--- src/rtl/board_port_arbiter_pkg.sv ---
// Shared board geometry, cell width and arbiter state encoding.
// Every board_port_arbiter file imports this package.
// Holds no logic, only types and constants.
package board_pkg;

  localparam int BOARD_W = 32;
  localparam int BOARD_H = 16;
  localparam int X_W     = 5;
  localparam int Y_W     = 4;
  localparam int CELL_W  = 4;

  // Coordinates of the final raster cell.
  localparam logic [X_W-1:0] X_LAST = X_W'(BOARD_W - 1);
  localparam logic [Y_W-1:0] Y_LAST = Y_W'(BOARD_H - 1);

  typedef enum logic {
    IDLE  = 1'b0,
    CLEAR = 1'b1
  } arb_state_t;

endpackage

--- src/rtl/board_port_arbiter_if.sv ---
// Bundles the game, EPP loader and RAM port B signals of the board arbiter.
// The slave modport is the arbiter side; master is the game/loader/RAM side.
// The clear_start/clear_busy pair exists only when BOARD_CLEAR_EN is defined.
interface board_port_arbiter_if;
  import board_pkg::*;

  logic              game_req;
  logic              game_we;
  logic [X_W-1:0]    game_x;
  logic [Y_W-1:0]    game_y;
  logic [CELL_W-1:0] game_wdata;
  logic              game_gnt;
  logic              game_rvalid;
  logic [CELL_W-1:0] game_rdata;
  logic              epp_wr;
  logic [CELL_W-1:0] epp_data;
  logic              epp_overflow;
  logic              load_done;
  logic [X_W-1:0]    ram_x;
  logic [Y_W-1:0]    ram_y;
  logic              ram_rd;
  logic              ram_wr;
  logic [CELL_W-1:0] ram_in;
  logic [CELL_W-1:0] ram_out;

`ifdef BOARD_CLEAR_EN
  logic              clear_start;
  logic              clear_busy;

  modport slave (
    input  game_req, game_we, game_x, game_y, game_wdata, epp_wr, epp_data, ram_out, clear_start,
    output game_gnt, game_rvalid, game_rdata, epp_overflow, load_done,
           ram_x, ram_y, ram_rd, ram_wr, ram_in, clear_busy
  );
  modport master (
    output game_req, game_we, game_x, game_y, game_wdata, epp_wr, epp_data, ram_out, clear_start,
    input  game_gnt, game_rvalid, game_rdata, epp_overflow, load_done,
           ram_x, ram_y, ram_rd, ram_wr, ram_in, clear_busy
  );
`else
  modport slave (
    input  game_req, game_we, game_x, game_y, game_wdata, epp_wr, epp_data, ram_out,
    output game_gnt, game_rvalid, game_rdata, epp_overflow, load_done,
           ram_x, ram_y, ram_rd, ram_wr, ram_in
  );
  modport master (
    output game_req, game_we, game_x, game_y, game_wdata, epp_wr, epp_data, ram_out,
    input  game_gnt, game_rvalid, game_rdata, epp_overflow, load_done,
           ram_x, ram_y, ram_rd, ram_wr, ram_in
  );
`endif

endinterface

--- src/rtl/board_load_fifo.sv ---
// Purpose: small synchronous FIFO buffering host nibbles for the board loader.
// Latency: a pushed nibble is visible at head the cycle after the push.
// Backpressure: none upstream; a push into a full FIFO without a same-cycle pop is dropped and sets a sticky overflow.
module board_load_fifo #(
  parameter int DEPTH = 2,
  parameter int W     = 4
) (
  input  logic         clk,
  input  logic         rst,
  input  logic         push,
  input  logic [W-1:0] din,
  input  logic         pop,
  output logic [W-1:0] head,
  output logic         empty,
  output logic         overflow
);

  localparam int AW = (DEPTH > 1) ? $clog2(DEPTH) : 1;

  logic [W-1:0]  mem [DEPTH];
  logic [AW-1:0] wr_ptr;
  logic [AW-1:0] rd_ptr;
  logic [AW:0]   count;
  logic          full;
  logic          do_push;
  logic          do_pop;

  assign full    = (count == (AW+1)'(DEPTH));
  assign empty   = (count == '0);
  assign do_pop  = pop && !empty;
  // A pop in the same cycle frees the slot, so a push into a full FIFO still lands.
  assign do_push = push && (!full || do_pop);
  assign head    = mem[rd_ptr];

  // Storage write; contents need no reset because count gates visibility.
  always_ff @(posedge clk) begin
    if (do_push) begin
      mem[wr_ptr] <= din;
    end
  end

  // Pointer, occupancy and sticky overflow bookkeeping.
  always_ff @(posedge clk) begin
    if (rst) begin
      wr_ptr   <= '0;
      rd_ptr   <= '0;
      count    <= '0;
      overflow <= 1'b0;
    end else begin
      if (do_push) begin
        wr_ptr <= wr_ptr + 1'b1;
      end
      if (do_pop) begin
        rd_ptr <= rd_ptr + 1'b1;
      end
      case ({do_push, do_pop})
        2'b10:   count <= count + 1'b1;
        2'b01:   count <= count - 1'b1;
        default: count <= count;
      endcase
      if (push && !do_push) begin
        overflow <= 1'b1;
      end
    end
  end

endmodule

--- src/rtl/board_port_arbiter.sv ---
// Purpose: shares RAM port B of the snake board between game accesses and the EPP raster loader (BOARD_CLEAR_EN adds a clearing sweep).
// Latency: grant combinational in cycle N, RAM strobe registered at N+1, game read data at N+2.
// Backpressure: game holds req until gnt; loader wins while buffered, except the game wins after MAX_BURST loader grants.
module board_port_arbiter
  import board_pkg::*;
#(
  parameter int FIFO_DEPTH = 2,
  parameter int MAX_BURST  = 4
) (
  input  logic               clk,
  input  logic               rst,
  board_port_arbiter_if.slave bus
);

  localparam int              BW        = $clog2(MAX_BURST + 1);
  localparam logic [BW-1:0]   BURST_MAX = BW'(MAX_BURST);

  arb_state_t        state_q;
  arb_state_t        state_d;
  logic              load_sel;
  logic              game_sel;
  logic              clr_wr;
`ifdef BOARD_CLEAR_EN
  logic              clear_go;
`endif
  logic [BW-1:0]     burst_q;
  logic [X_W-1:0]    lx;
  logic [Y_W-1:0]    ly;
  logic              at_last;
  logic [CELL_W-1:0] fifo_head;
  logic              fifo_empty;
  logic              fifo_overflow;
  logic [X_W-1:0]    acc_x;
  logic [Y_W-1:0]    acc_y;
  logic [CELL_W-1:0] acc_d;
  logic              rvalid_q;

  board_load_fifo #(
    .DEPTH (FIFO_DEPTH),
    .W     (CELL_W)
  ) u_fifo (
    .clk      (clk),
    .rst      (rst),
    .push     (bus.epp_wr),
    .din      (bus.epp_data),
    .pop      (load_sel),
    .head     (fifo_head),
    .empty    (fifo_empty),
    .overflow (fifo_overflow)
  );

  assign at_last = (lx == X_LAST) && (ly == Y_LAST);

  // State register.
  always_ff @(posedge clk) begin
    if (rst) begin
      state_q <= IDLE;
    end else begin
      state_q <= state_d;
    end
  end

  // Per-cycle source selection and next state; at most one source wins.
  always_comb begin
    state_d  = state_q;
    load_sel = 1'b0;
    game_sel = 1'b0;
    clr_wr   = 1'b0;
`ifdef BOARD_CLEAR_EN
    clear_go = 1'b0;
`endif
    case (state_q)
      IDLE: begin
        load_sel = !fifo_empty && !(bus.game_req && (burst_q == BURST_MAX));
        game_sel = bus.game_req && !load_sel;
`ifdef BOARD_CLEAR_EN
        clear_go = bus.clear_start;
        if (bus.clear_start) begin
          state_d = CLEAR;
        end
`endif
      end
`ifdef BOARD_CLEAR_EN
      CLEAR: begin
        clr_wr = 1'b1;
        if (at_last) begin
          state_d = IDLE;
        end
      end
`endif
      default: state_d = IDLE;
    endcase
  end

  // Address/data of the winning access, zero when nothing is granted.
  always_comb begin
    acc_x = '0;
    acc_y = '0;
    acc_d = '0;
    if (load_sel) begin
      acc_x = lx;
      acc_y = ly;
      acc_d = fifo_head;
    end else if (clr_wr) begin
      acc_x = lx;
      acc_y = ly;
    end else if (game_sel) begin
      acc_x = bus.game_x;
      acc_y = bus.game_y;
      acc_d = bus.game_we ? bus.game_wdata : '0;
    end
  end

  // Consecutive loader grants seen while the game waits; saturates at the limit.
  always_ff @(posedge clk) begin
    if (rst) begin
      burst_q <= '0;
    end else if (!bus.game_req || game_sel) begin
      burst_q <= '0;
    end else if (load_sel && (burst_q != BURST_MAX)) begin
      burst_q <= burst_q + 1'b1;
    end
  end

  // Raster pointer shared by loader fill and clearing sweep.
  always_ff @(posedge clk) begin
    if (rst) begin
      lx <= '0;
      ly <= '0;
    end
`ifdef BOARD_CLEAR_EN
    else if (clear_go) begin
      lx <= '0;
      ly <= '0;
    end
`endif
    else if (load_sel || clr_wr) begin
      if (lx == X_LAST) begin
        lx <= '0;
        ly <= (ly == Y_LAST) ? '0 : ly + 1'b1;
      end else begin
        lx <= lx + 1'b1;
      end
    end
  end

  // Register the chosen access onto port B for one cycle; read data returns one cycle later.
  always_ff @(posedge clk) begin
    if (rst) begin
      bus.ram_x     <= '0;
      bus.ram_y     <= '0;
      bus.ram_in    <= '0;
      bus.ram_rd    <= 1'b0;
      bus.ram_wr    <= 1'b0;
      bus.load_done <= 1'b0;
      rvalid_q      <= 1'b0;
    end else begin
      bus.ram_x     <= acc_x;
      bus.ram_y     <= acc_y;
      bus.ram_in    <= acc_d;
      bus.ram_rd    <= game_sel && !bus.game_we;
      bus.ram_wr    <= load_sel || clr_wr || (game_sel && bus.game_we);
      bus.load_done <= load_sel && at_last;
      rvalid_q      <= bus.ram_rd;
    end
  end

  assign bus.game_gnt     = game_sel;
  assign bus.game_rvalid  = rvalid_q;
  assign bus.game_rdata   = rvalid_q ? bus.ram_out : '0;
  assign bus.epp_overflow = fifo_overflow;
`ifdef BOARD_CLEAR_EN
  assign bus.clear_busy   = (state_q == CLEAR);
`endif

endmodule

--- src/flat_wrapper.sv ---
// flat-port wrapper written by rule: the top's interface ports become plain ports
module board_port_arbiter_flat import board_pkg::*;
#(
  parameter int FIFO_DEPTH = 2,
  parameter int MAX_BURST  = 4
)
  (clk, rst, bus_game_req, bus_game_we, bus_game_x, bus_game_y, bus_game_wdata, bus_epp_wr, bus_epp_data, bus_ram_out, bus_game_gnt, bus_game_rvalid, bus_game_rdata, bus_epp_overflow, bus_load_done, bus_ram_x, bus_ram_y, bus_ram_rd, bus_ram_wr, bus_ram_in);
  board_port_arbiter_if bus_i ();
  input  logic clk;
  input  logic rst;
  input wire logic [$bits(bus_i.game_req)-1:0] bus_game_req;
  input wire logic [$bits(bus_i.game_we)-1:0] bus_game_we;
  input wire logic [$bits(bus_i.game_x)-1:0] bus_game_x;
  input wire logic [$bits(bus_i.game_y)-1:0] bus_game_y;
  input wire logic [$bits(bus_i.game_wdata)-1:0] bus_game_wdata;
  input wire logic [$bits(bus_i.epp_wr)-1:0] bus_epp_wr;
  input wire logic [$bits(bus_i.epp_data)-1:0] bus_epp_data;
  input wire logic [$bits(bus_i.ram_out)-1:0] bus_ram_out;
  output wire logic [$bits(bus_i.game_gnt)-1:0] bus_game_gnt;
  output wire logic [$bits(bus_i.game_rvalid)-1:0] bus_game_rvalid;
  output wire logic [$bits(bus_i.game_rdata)-1:0] bus_game_rdata;
  output wire logic [$bits(bus_i.epp_overflow)-1:0] bus_epp_overflow;
  output wire logic [$bits(bus_i.load_done)-1:0] bus_load_done;
  output wire logic [$bits(bus_i.ram_x)-1:0] bus_ram_x;
  output wire logic [$bits(bus_i.ram_y)-1:0] bus_ram_y;
  output wire logic [$bits(bus_i.ram_rd)-1:0] bus_ram_rd;
  output wire logic [$bits(bus_i.ram_wr)-1:0] bus_ram_wr;
  output wire logic [$bits(bus_i.ram_in)-1:0] bus_ram_in;
  assign bus_i.game_req = bus_game_req;
  assign bus_i.game_we = bus_game_we;
  assign bus_i.game_x = bus_game_x;
  assign bus_i.game_y = bus_game_y;
  assign bus_i.game_wdata = bus_game_wdata;
  assign bus_i.epp_wr = bus_epp_wr;
  assign bus_i.epp_data = bus_epp_data;
  assign bus_i.ram_out = bus_ram_out;
  assign bus_game_gnt = bus_i.game_gnt;
  assign bus_game_rvalid = bus_i.game_rvalid;
  assign bus_game_rdata = bus_i.game_rdata;
  assign bus_epp_overflow = bus_i.epp_overflow;
  assign bus_load_done = bus_i.load_done;
  assign bus_ram_x = bus_i.ram_x;
  assign bus_ram_y = bus_i.ram_y;
  assign bus_ram_rd = bus_i.ram_rd;
  assign bus_ram_wr = bus_i.ram_wr;
  assign bus_ram_in = bus_i.ram_in;
  board_port_arbiter #(.FIFO_DEPTH(FIFO_DEPTH), .MAX_BURST(MAX_BURST)) u_core (.clk(clk), .rst(rst), .bus(bus_i));
endmodule
--- config.mk ---
export PLATFORM = sky130hd
export DESIGN_NAME = board_port_arbiter_flat
export DESIGN_NICKNAME = d
export VERILOG_FILES = /design/src/rtl/board_port_arbiter_pkg.sv /design/src/rtl/board_port_arbiter_if.sv /design/src/rtl/board_load_fifo.sv /design/src/rtl/board_port_arbiter.sv /design/src/flat_wrapper.sv
export SDC_FILE = /design/constraint.sdc
export NUM_CORES = 1
export LEC_CHECK = 0
export ABC_AREA = 1
export BUFFER_PORTS_ARGS = -buffer_cell sky130_fd_sc_hd__buf_2
export CAP_MARGIN = 20
export CORE_MARGIN = 10
export CORE_UTILIZATION = 30
export CTS_BUF_LIST = sky130_fd_sc_hd__clkbuf_8
export DETAILED_ROUTE_END_ITERATION = 10
export PLACE_DENSITY = 0.62
export SYNTH_ARGS = -nofsm -noshare
export SYNTH_HDL_FRONTEND = slang
export SYNTH_SLANG_ARGS = --single-unit
--- constraint.sdc ---
create_clock -name clk -period 1.6 [get_ports clk]
set_input_delay 0.16 -clock clk [delete_from_list [all_inputs] [get_ports clk]]
set_output_delay 0.16 -clock clk [all_outputs]
set_load 0.01 [all_outputs]
---- Word level (Yosys, flattened, before mapping) ----
Memories as Yosys holds them, arrays and structs flattened. A register that Yosys moved wholly into a read port is not among the register bits.
Index checks and enable logic that the tools add are counted.
operators by class
  add/sub/neg operators ................... 7
  equal/unequal tests ..................... 7
  multiplexer cells ....................... 15
  reduce and logical (&&, ||, !) cells .... 25
operators with widths
  cell                 number
  $mux 4               7
  $mux 5               3
  $logic_and 1x1->1    11
  $logic_not 1->1      7
  $add 5x1->5 const B  1
  $eq 5x5->1 const B   1
  $add 4x1->4 const B  1
  $eq 2x2->1 const B   2
  $eq 4x4->1 const B   1
  $mux 1               4
  $pmux 2 s2           1
  $add 3x1->3 const B  1
  $eq 3x3->1 const B   1
  $logic_or 1x1->1     3
  $ne 3x3->1 const B   1
  $add 1x1->1 const B  2
  $add 2x1->2 const B  1
  $eq 2x1->1 const B   1
  $logic_not 2->1      1
  $reduce_and 2->1     1
  $reduce_bool 2->1    1
  $reduce_or 2->1      1
  $sub 2x1->2 const B  1
word-level totals
  bits in registers ....................... 34
  memory bits (writable) .................. 8
  word-level logic and storage cells ...... 69
  memories kept ........................... 1
memory list
  memory             words  width  rd ports  clocked after memory_dff  write ports  RTL line               source
  u_core.u_fifo.mem  2      4      1         1                         1            board_load_fifo.sv:20  logic [W-1:0] mem [DEPTH];

---- Logic depth before layout (Yosys ltp) ----
Gate-level depths: netlist (run 1).
  word-level depth ........................ 9
  gate-level depth with buffers ........... 10

---- Cells and area by module ----
From an unflattened synthesis (run 1), not the netlist that was laid out.
unflattened totals
  cell total of the unflattened synthesis .. 213
  area total of the unflattened synthesis .. 1799.2 um^2
by module, submodules not included
  module              times used  cells an instance  area each (um^2)
  board_port_arbiter  1           158                1217.4
  board_load_fifo     1           55                 581.8

---- Least setup slack after synthesis (run 1) ----
Ideal clock, no wire load.
  path kind ............................... register to register
  start point ............................. register u_core.burst_q[0]
  end point ............................... memory u_core.u_fifo.mem[0][0], enable pin
  data arrival time ....................... 1110 ps
  required time ........................... 1239 ps
  slack ................................... 129 ps
  cell stages (with the launch flop) ...... 6
  path buffers ............................ 0
  cell sequence ........................... dfxtp_1 > inv_1 > ha_1 > nand3_4 > nor2_1 > nor3_1
on the way
  cells in the longest elaborated chain, start to end .. 9
ends and longest elaborated chain
  item                          RTL line                   source
  start: declaration            board_port_arbiter.sv:26   logic [BW-1:0] burst_q;
  start signal: assignment      board_port_arbiter.sv:121  burst_q <= burst_q + 1'b1;
  $eq 3x3->1                    board_port_arbiter.sv:74   load_sel = !fifo_empty && !(bus.game_req && (burst_q == BURST_MAX));
  $logic_and 1x1->1             board_port_arbiter.sv:74
  $logic_not 1->1               board_port_arbiter.sv:74
  $logic_and 1x1->1             board_port_arbiter.sv:74
  $logic_and 1x1->1             board_load_fifo.sv:30      assign do_pop = pop && !empty;
  $logic_or 1x1->1              board_load_fifo.sv:32      assign do_push = push && (!full || do_pop);
  $logic_and 1x1->1             board_load_fifo.sv:32
  $mux 1                        board_load_fifo.sv:37      if (do_push) begin
  $mux 1 (implied by the code)  board_load_fifo.sv:38      mem[wr_ptr] <= din;
  end: declaration              board_load_fifo.sv:20
Every way passes these cells.

---- Worst setup path in the final report (run 1) ----
  start point ............................. register u_core.burst_q[0]
  end point ............................... output port bus_game_gnt
on the way
  cells in the longest elaborated chain, start to end .. 6
ends and longest elaborated chain
  item               RTL line                  source
  $eq 3x3->1         board_port_arbiter.sv:74
  $logic_and 1x1->1  board_port_arbiter.sv:74
  $logic_not 1->1    board_port_arbiter.sv:74
  $logic_and 1x1->1  board_port_arbiter.sv:74
  $logic_not 1->1    board_port_arbiter.sv:75  game_sel = bus.game_req && !load_sel;
  $logic_and 1x1->1  board_port_arbiter.sv:75
  end: declaration   flat_wrapper.sv:19        output wire logic [$bits(bus_i.game_gnt)-1:0] bus_game_gnt;
Every way passes these cells.

==> flow_metrics.tcl, run 1 <==
set metrics [dict create \
    min-delay-path-class "in -> reg" \
    crit_path_cell_trace "inv_1, ha_2, nand3_4, nand2_8, nand2_8, clkinv_8, buf_2" \
    required_ns 1.44 \
    grt_first_pass_wirelength_mm 6.65 \
    clkPwrFrac 0.208 \
    die_h_um 97.2 \
    gp_congestion 0.752 \
    post-route-period-util 0.966 \
    setup_tns_ns 0 \
    cp-startpoint "u_core.burst_q[0]$_SDFFE_PP0P_" \
    power_density_nw_per_um2 1370 \
    syn_inst 218 \
    syn_area_sq_um 1790 \
    die_area_sq_um 9440 \
    ys_seq_area_frac 0.527 \
    rows 28 \
    finalHoldViolations 0 \
    crit_cells 7 \
    drive_above_1_share 0.255 \
    p_sw_mw 1.12 \
    power.internal_mw 1.94 \
    fin_worst_skew_ns 0.00853 \
    numPortBuffers 48 \
    cts_buffer_depth 2 \
    fin_total_pwr_mw 3.06 \
    ctsHoldBuffers 0 \
    worstSetupPathType "reg -> out" \
    clock_latency_ns 0.29 \
    drt-vias-per-instance 4.32 \
    wl_mm 3.83 \
    die_w_um 97.2 \
    cp_top_family "flip-flops" \
    antenna_found_initial 0 \
    synth_seq_cells 43 \
    worst_pin_slew_ns 0.377 \
    cts_root_buffer "clkbuf_8" \
    yosys_warnings 0 \
    crit_buf_inv 3 \
    slew_headroom 0.748 \
    first_iter_violations 54 \
    drc 0 \
    cp_slowest_cell "dfxtp_2" \
    setup_ws_ns 0.0549 \
    grt_max_degree 25 \
    fin_util 0.382 \
    critPathLaunchType "flip-flop" \
    whs_path_depth 2 \
    status "finished clean" \
    pwr-share-seq 0.454 \
    drtPass1Iterations 4 \
    layout.nets 304 \
    post-place-ws_ns 0.124 \
    grt_usage 0.0818 \
    combPwrFrac 0.338 \
    cp_max_fo 10 \
    swShare 0.366 \
    hold_ws_ns 0.0503 \
    clk_pin_slew_worst_paths_ns 0.08 \
    max_stage_delay_ns 0.35 \
    finalMaxSlewViolations 0 \
    initial_core_util 0.305 \
    dp_hpwl_mm 2.91 \
    rsz0062_at_grt "true" \
    htreeDepth 2 \
    synth_fp_nets 249 \
    wl_per_cell_um 11.0 \
    grt_pass1_vias 1510 \
    reg2reg_depth 7 \
    peakVddDrop_mv 0.527 \
    syn_area_per_cell_sq_um 8.20 \
    tritoncts "built" \
    cp_common_cell "nand2_8" \
    cts_made_buffers 5 \
    setup_viol 0 \
    worstHoldStart "bus_game_we" \
    cap_viol_max_count 0 \
    area_growth_pct 25.1 \
    cts_sinks 43 \
    io_pins 49 \
    ant_nets 0 \
    antenna_cells 0 \
    max_freq_mhz 647 \
    critPathArrivalTime_ns 1.39 \
    ys_types 27 \
    grt_remaining_overflow 0 \
    num_vias 1507 \
    crit_path_end_kind "primary output" \
    worstReg2RegStart "u_core.burst_q[0]$_SDFFE_PP0P_" \
    coreArea_sq_um 5850 \
    fin_crit_ns 1.55 \
    leakagePower_nw 1.06 \
]
-- metal layers --
layer | GRT usage | routed length, um | vias up
li1 | - | - | 794
met3 | 0.0349 | 302 | 5
met1 | 0.0922 | 1720 | 661
met4 | 0.0193 | 31 | 0
met5 | 0 | 0 | -
met2 | 0.139 | 1780 | 47
-- power groups by stage --
| stage | Sequential (mW) | Clock, mW | Combinational [mW] |
|---|---|---|---|
| 2_1_floorplan | 1.44 | 0 | 0.746 |
| 3_5_place_dp | 1.42 | 0 | 0.992 |
| 6_report | 1.39 | 0.636 | 1.04 |
| 5_1_grt | 1.42 | 0.714 | 1.19 |
| 4_1_cts | 1.39 | 0.663 | 1.03 |
| 3_3_place_gp | 1.41 | 0 | 0.984 |
-- synthesized netlist by cell type (all sizes together) --
library cell | instances | area (sq um)
nor3b | 1 | 7.51
a21oi | 19 | 95.1
buf | 4 | 27.5
dfxtp | 35 | 701
clkbuf | 1 | 3.75
inv | 28 | 108
nand3 | 10 | 62.6
nand2 | 62 | 272
nor2 | 27 | 111
xnor2 | 1 | 8.76
nor3 | 3 | 15.0
o21ai | 11 | 55.1
edfxtp | 8 | 240
ha | 5 | 62.6
nand4 | 1 | 6.26
and3 | 1 | 6.26
clkinv | 1 | 5.00
-- layout by cell type (no fill, tap or decap) --
cell / Yosys / layout
a21oi_1: 19 / 19
and3_1: 1 / 1
buf_2: 1 / 48
buf_4: 1 / 5
clkbuf_8: 0 / 5
clkinv_1: 0 / 2
clkinv_8: 0 / 1
dfxtp_1: 35 / 34
dfxtp_2: 0 / 1
edfxtp_1: 8 / 8
ha_1: 5 / 4
ha_2: 0 / 1
inv_1: 27 / 27
inv_2: 0 / 1
inv_4: 1 / 1
nand2_1: 58 / 58
nand2_4: 3 / 2
nand2_8: 1 / 2
nand3_1: 9 / 9
nand3_4: 1 / 1
nand4_1: 1 / 1
nor2_1: 25 / 25
nor2_4: 1 / 2
nor3_1: 3 / 3
nor3b_1: 1 / 1
o21ai_0: 10 / 10
o21ai_1: 1 / 1
xnor2_1: 1 / 1
-- layout make-up --
class,instances,area [sq um]
Fill cell,599,3610
Sequential cell,43,942
Multi-Input combinational cell,141,718
Timing Repair Buffer,53,278
Inverter,29,124
Tap cell,75,93.8
Clock buffer,5,68.8
Clock inverter,3,11.3
-- sequential cells by signal, summed over array words and instances (netlist names), 2 cells and up, named ones only --
| name | count |
|---|---|
| u_core.u_fifo.mem | 8 |
| u_core.bus.ram_x | 5 |
| u_core.lx | 5 |
| u_core.bus.ram_in | 4 |
| u_core.bus.ram_y | 4 |
| u_core.ly | 4 |
| u_core.burst_q | 3 |
| u_core.u_fifo.count | 2 |
-- final timing paths --
path                                       end  slack (ns)
max                               bus_game_gnt        0.05
min               u_core.bus.ram_rd$_SDFF_PP0_        0.05
max reg2reg  u_core.u_fifo.mem[0][2]$_DFFE_PP_        0.12
min reg2reg  u_core.bus.game_rvalid$_SDFF_PP0_        0.42
-- stage by stage --
stage,instance area (sq um),std cells
final,2240,349
after global routing,2240,349
after CTS,2220,348
after detailed placement,2110,339
after global placement,2110,339
after floorplan,1790,218
-- repair_timing --
action,in CTS,in global routing
setup buffers,1,1
setup endpoints to repair,1,10
gates resized for setup,4,3
-- logic make-up (layout without fill, tap and decap cells) --
group,Yosys count,in the layout,share of synthesized area
XOR/XNOR,1,1,0.00490
flip-flops,43,43,0.527
AO/OA/AOI/OAI,30,30,0.0840
adder cells (fa/ha/maj),5,5,0.0350
AND/OR/NAND/NOR,105,105,0.269
buffers and inverters,34,90,0.0805
No activity file was read; power rests on OpenSTA's default activity.
==> run 2: changes to the inputs <==
CTS_CLUSTER_DIAMETER = 60   (was default)
PLACE_DENSITY = 0.63   (was 0.62)
clock period = 1.3 ns   (was 1.6 ns; I/O delays follow)
==> run 2 against run 1 <==
Effect of this change:
- the flow now finishes with violations (setup timing)
- via count rose by 3.3%
- routed wire length rose by 8.5%
- sequential share of layout area fell by 4.0 points
- sequential power rose by 24%
- die area did not move
- non-clock buffer count rose by 12
- flip-flop and latch count did not move
- critical path depth did not move
- register-to-register slack got worse by 0.20 ns
- critical endpoint unchanged
==> flow_metrics.tcl, run 2 (synthesized netlist as in run 1, its figures left out) <==
set metrics [dict create \
    cts_sinks 43 \
    first_iter_violations 40 \
    grt_remaining_overflow 0 \
    cp_common_cell "nand2_8" \
    initial_core_util 0.305 \
    worstReg2RegStart "u_core.burst_q[1]$_SDFFE_PP0P_" \
    status "finished, violations left" \
    grt_max_degree 18 \
    final_area_sq_um 2480 \
    peakVddDrop_mv 1.07 \
    drtPass1Iterations 4 \
    slew_headroom 0.820 \
    rows 28 \
    post-place-ws_ns -0.0781 \
    finalHoldViolations 0 \
    antenna_cells 0 \
    io_pins 49 \
    final_cell_mix "nand2_1, buf_2, dfxtp_1, inv_1, nor2_1" \
    hold-path-endpoint "u_core.u_fifo.mem[0][0]$_DFFE_PP_" \
    placed_cell_area_sq_um 2210 \
    worstSetupPathType "reg -> out" \
    drc 0 \
    htreeDepth 2 \
    violations "setup timing" \
    crit_path_end_kind "primary output" \
    cp_slowest_cell "dfxtp_2" \
    worst_pin_slew_ns 0.270 \
    ant_nets 0 \
    crit_buf_inv 3 \
    hold_ws_ns 0.0181 \
    cts_made_buffers 5 \
    final_common_cell "nand2_1" \
    max_stage_delay_ns 0.33 \
    min-delay-path-class "in -> reg" \
    die_area_sq_um 9440 \
    top_register "u_core.u_fifo.mem" \
    setup_viol 19 \
    clk_pin_slew_worst_paths_ns 0.08 \
    grt_first_pass_wirelength_mm 7.01 \
    layout.nets 316 \
    met1_length_mm 1.73 \
    max_freq_mhz 723 \
    die_w_um 97.2 \
    crit_path_cell_trace "inv_2, ha_4, nand3_4, nand2_8, nand2_8, inv_8, buf_6" \
    cts_buffer_depth 2 \
    grt_pass1_vias 1542 \
    power_density_nw_per_um2 1800 \
    post-route-period-util 1.06 \
    fin_total_pwr_mw 4.46 \
    clock_latency_ns 0.29 \
    wl_mm 4.15 \
    required_ns 1.17 \
    coreArea_sq_um 5850 \
    setup_ws_ns -0.0834 \
    wl_per_cell_um 11.5 \
    fin_worst_skew_ns 0.00541 \
    worstHoldStart "bus_epp_data[0]" \
    ff2ff_setup_slack_ns -0.08 \
    dr_wl_met2_mm 2.11 \
    largest_reg_flops 8 \
    critPathLaunchType "flip-flop" \
    rsz0062_at_grt "true" \
    fin_crit_ns 1.38 \
    dp_hpwl_mm 3.06 \
    cts_root_buffer "clkbuf_8" \
    num_vias 1556 \
    cap_viol_max_count 0 \
    area_growth_pct 38.7 \
    fin_util 0.423 \
    grt_usage 0.0893 \
    cp_top_family "flip-flops" \
    whs_path_depth 1 \
    critPathArrivalTime_ns 1.25 \
    leakagePower_nw 1.15 \
    cp_max_fo 5 \
    drt-vias-per-instance 4.31 \
    reg2reg_to "u_core.u_fifo.mem[1][0]$_DFFE_PP_" \
    antenna_found_initial 0 \
    tritoncts "built" \
    top_regs "u_core.u_fifo.mem (8), u_core.bus.ram_x (5), u_core.lx (5)" \
    finalMaxSlewViolations 0 \
    top_layer_used "met4" \
    drive_above_1_share 0.371 \
    reg2reg_depth 8 \
    wl_met3_um 279 \
    numPortBuffers 48 \
    die_h_um 97.2 \
    gp_congestion 0.823 \
]
-- run 2: final cells by class --
| cell class | count | area, sq um |
|---|---|---|
| clock inverters | 3 | 37.5 |
| well taps | 75 | 93.8 |
| fillers | 590 | 3370 |
| repair buffers | 65 | 387 |
| clock buffers | 5 | 68.8 |
| multi-input cells | 141 | 826 |
| inverters | 29 | 119 |
| flip-flops and latches | 43 | 946 |
-- run 2: worst max-delay path by stage --
stage / end / slack, ns / depth (start not counted) / from
CTS: bus_game_gnt / -0.10 / 7 / u_core.burst_q[1]$_SDFFE_PP0P_
global route: u_core.ly[3]$_SDFFE_PP0P_ / -0.16 / 10 / u_core.lx[1]$_SDFFE_PP0P_
global placement: u_core.lx[3]$_SDFFE_PP0P_ / -0.06 / 10 / u_core.burst_q[0]$_SDFFE_PP0P_
floorplan: u_core.u_fifo.mem[0][0]$_DFFE_PP_ / 0.007 / 5 / u_core.burst_q[0]$_SDFFE_PP0P_
detailed placement: u_core.lx[3]$_SDFFE_PP0P_ / -0.08 / 10 / u_core.burst_q[1]$_SDFFE_PP0P_
finish: bus_game_gnt / -0.08 / 7 / u_core.burst_q[1]$_SDFFE_PP0P_
-- run 2: stage by stage --
step                setup TNS (ns)  instances
floorplan                        0        218
global placement            -0.549        347
detailed placement          -0.843        347
CTS                         -0.975        360
global route                 -3.66        361
finish                      -0.919        361
-- run 2: metal layers --
layer  vias to the layer above  GRT usage
li1                        818          -
met1                       700     0.0971
met2                        35      0.154
met3                         3     0.0327
met4                         0     0.0341
met5                         -          0
-- run 2: what timing repair did --
action | in CTS | in global routing
resized for setup | 16 | 13
setup buffers | 6 | 1
endpoints found under the setup margin | 25 | 39
hold buffers | 0 | 0
gates cloned | 0 | 0
pin swaps | 10 | 7
-- run 2: report_power, final --
part / leakage [nW] / internal, mW / switching, mW
sequential: 0.363 / 1.59 / 0.138
combinational: 0.723 / 0.763 / 0.970
clock: 0.0607 / 0.559 / 0.447
total: 1.15 / 2.91 / 1.55
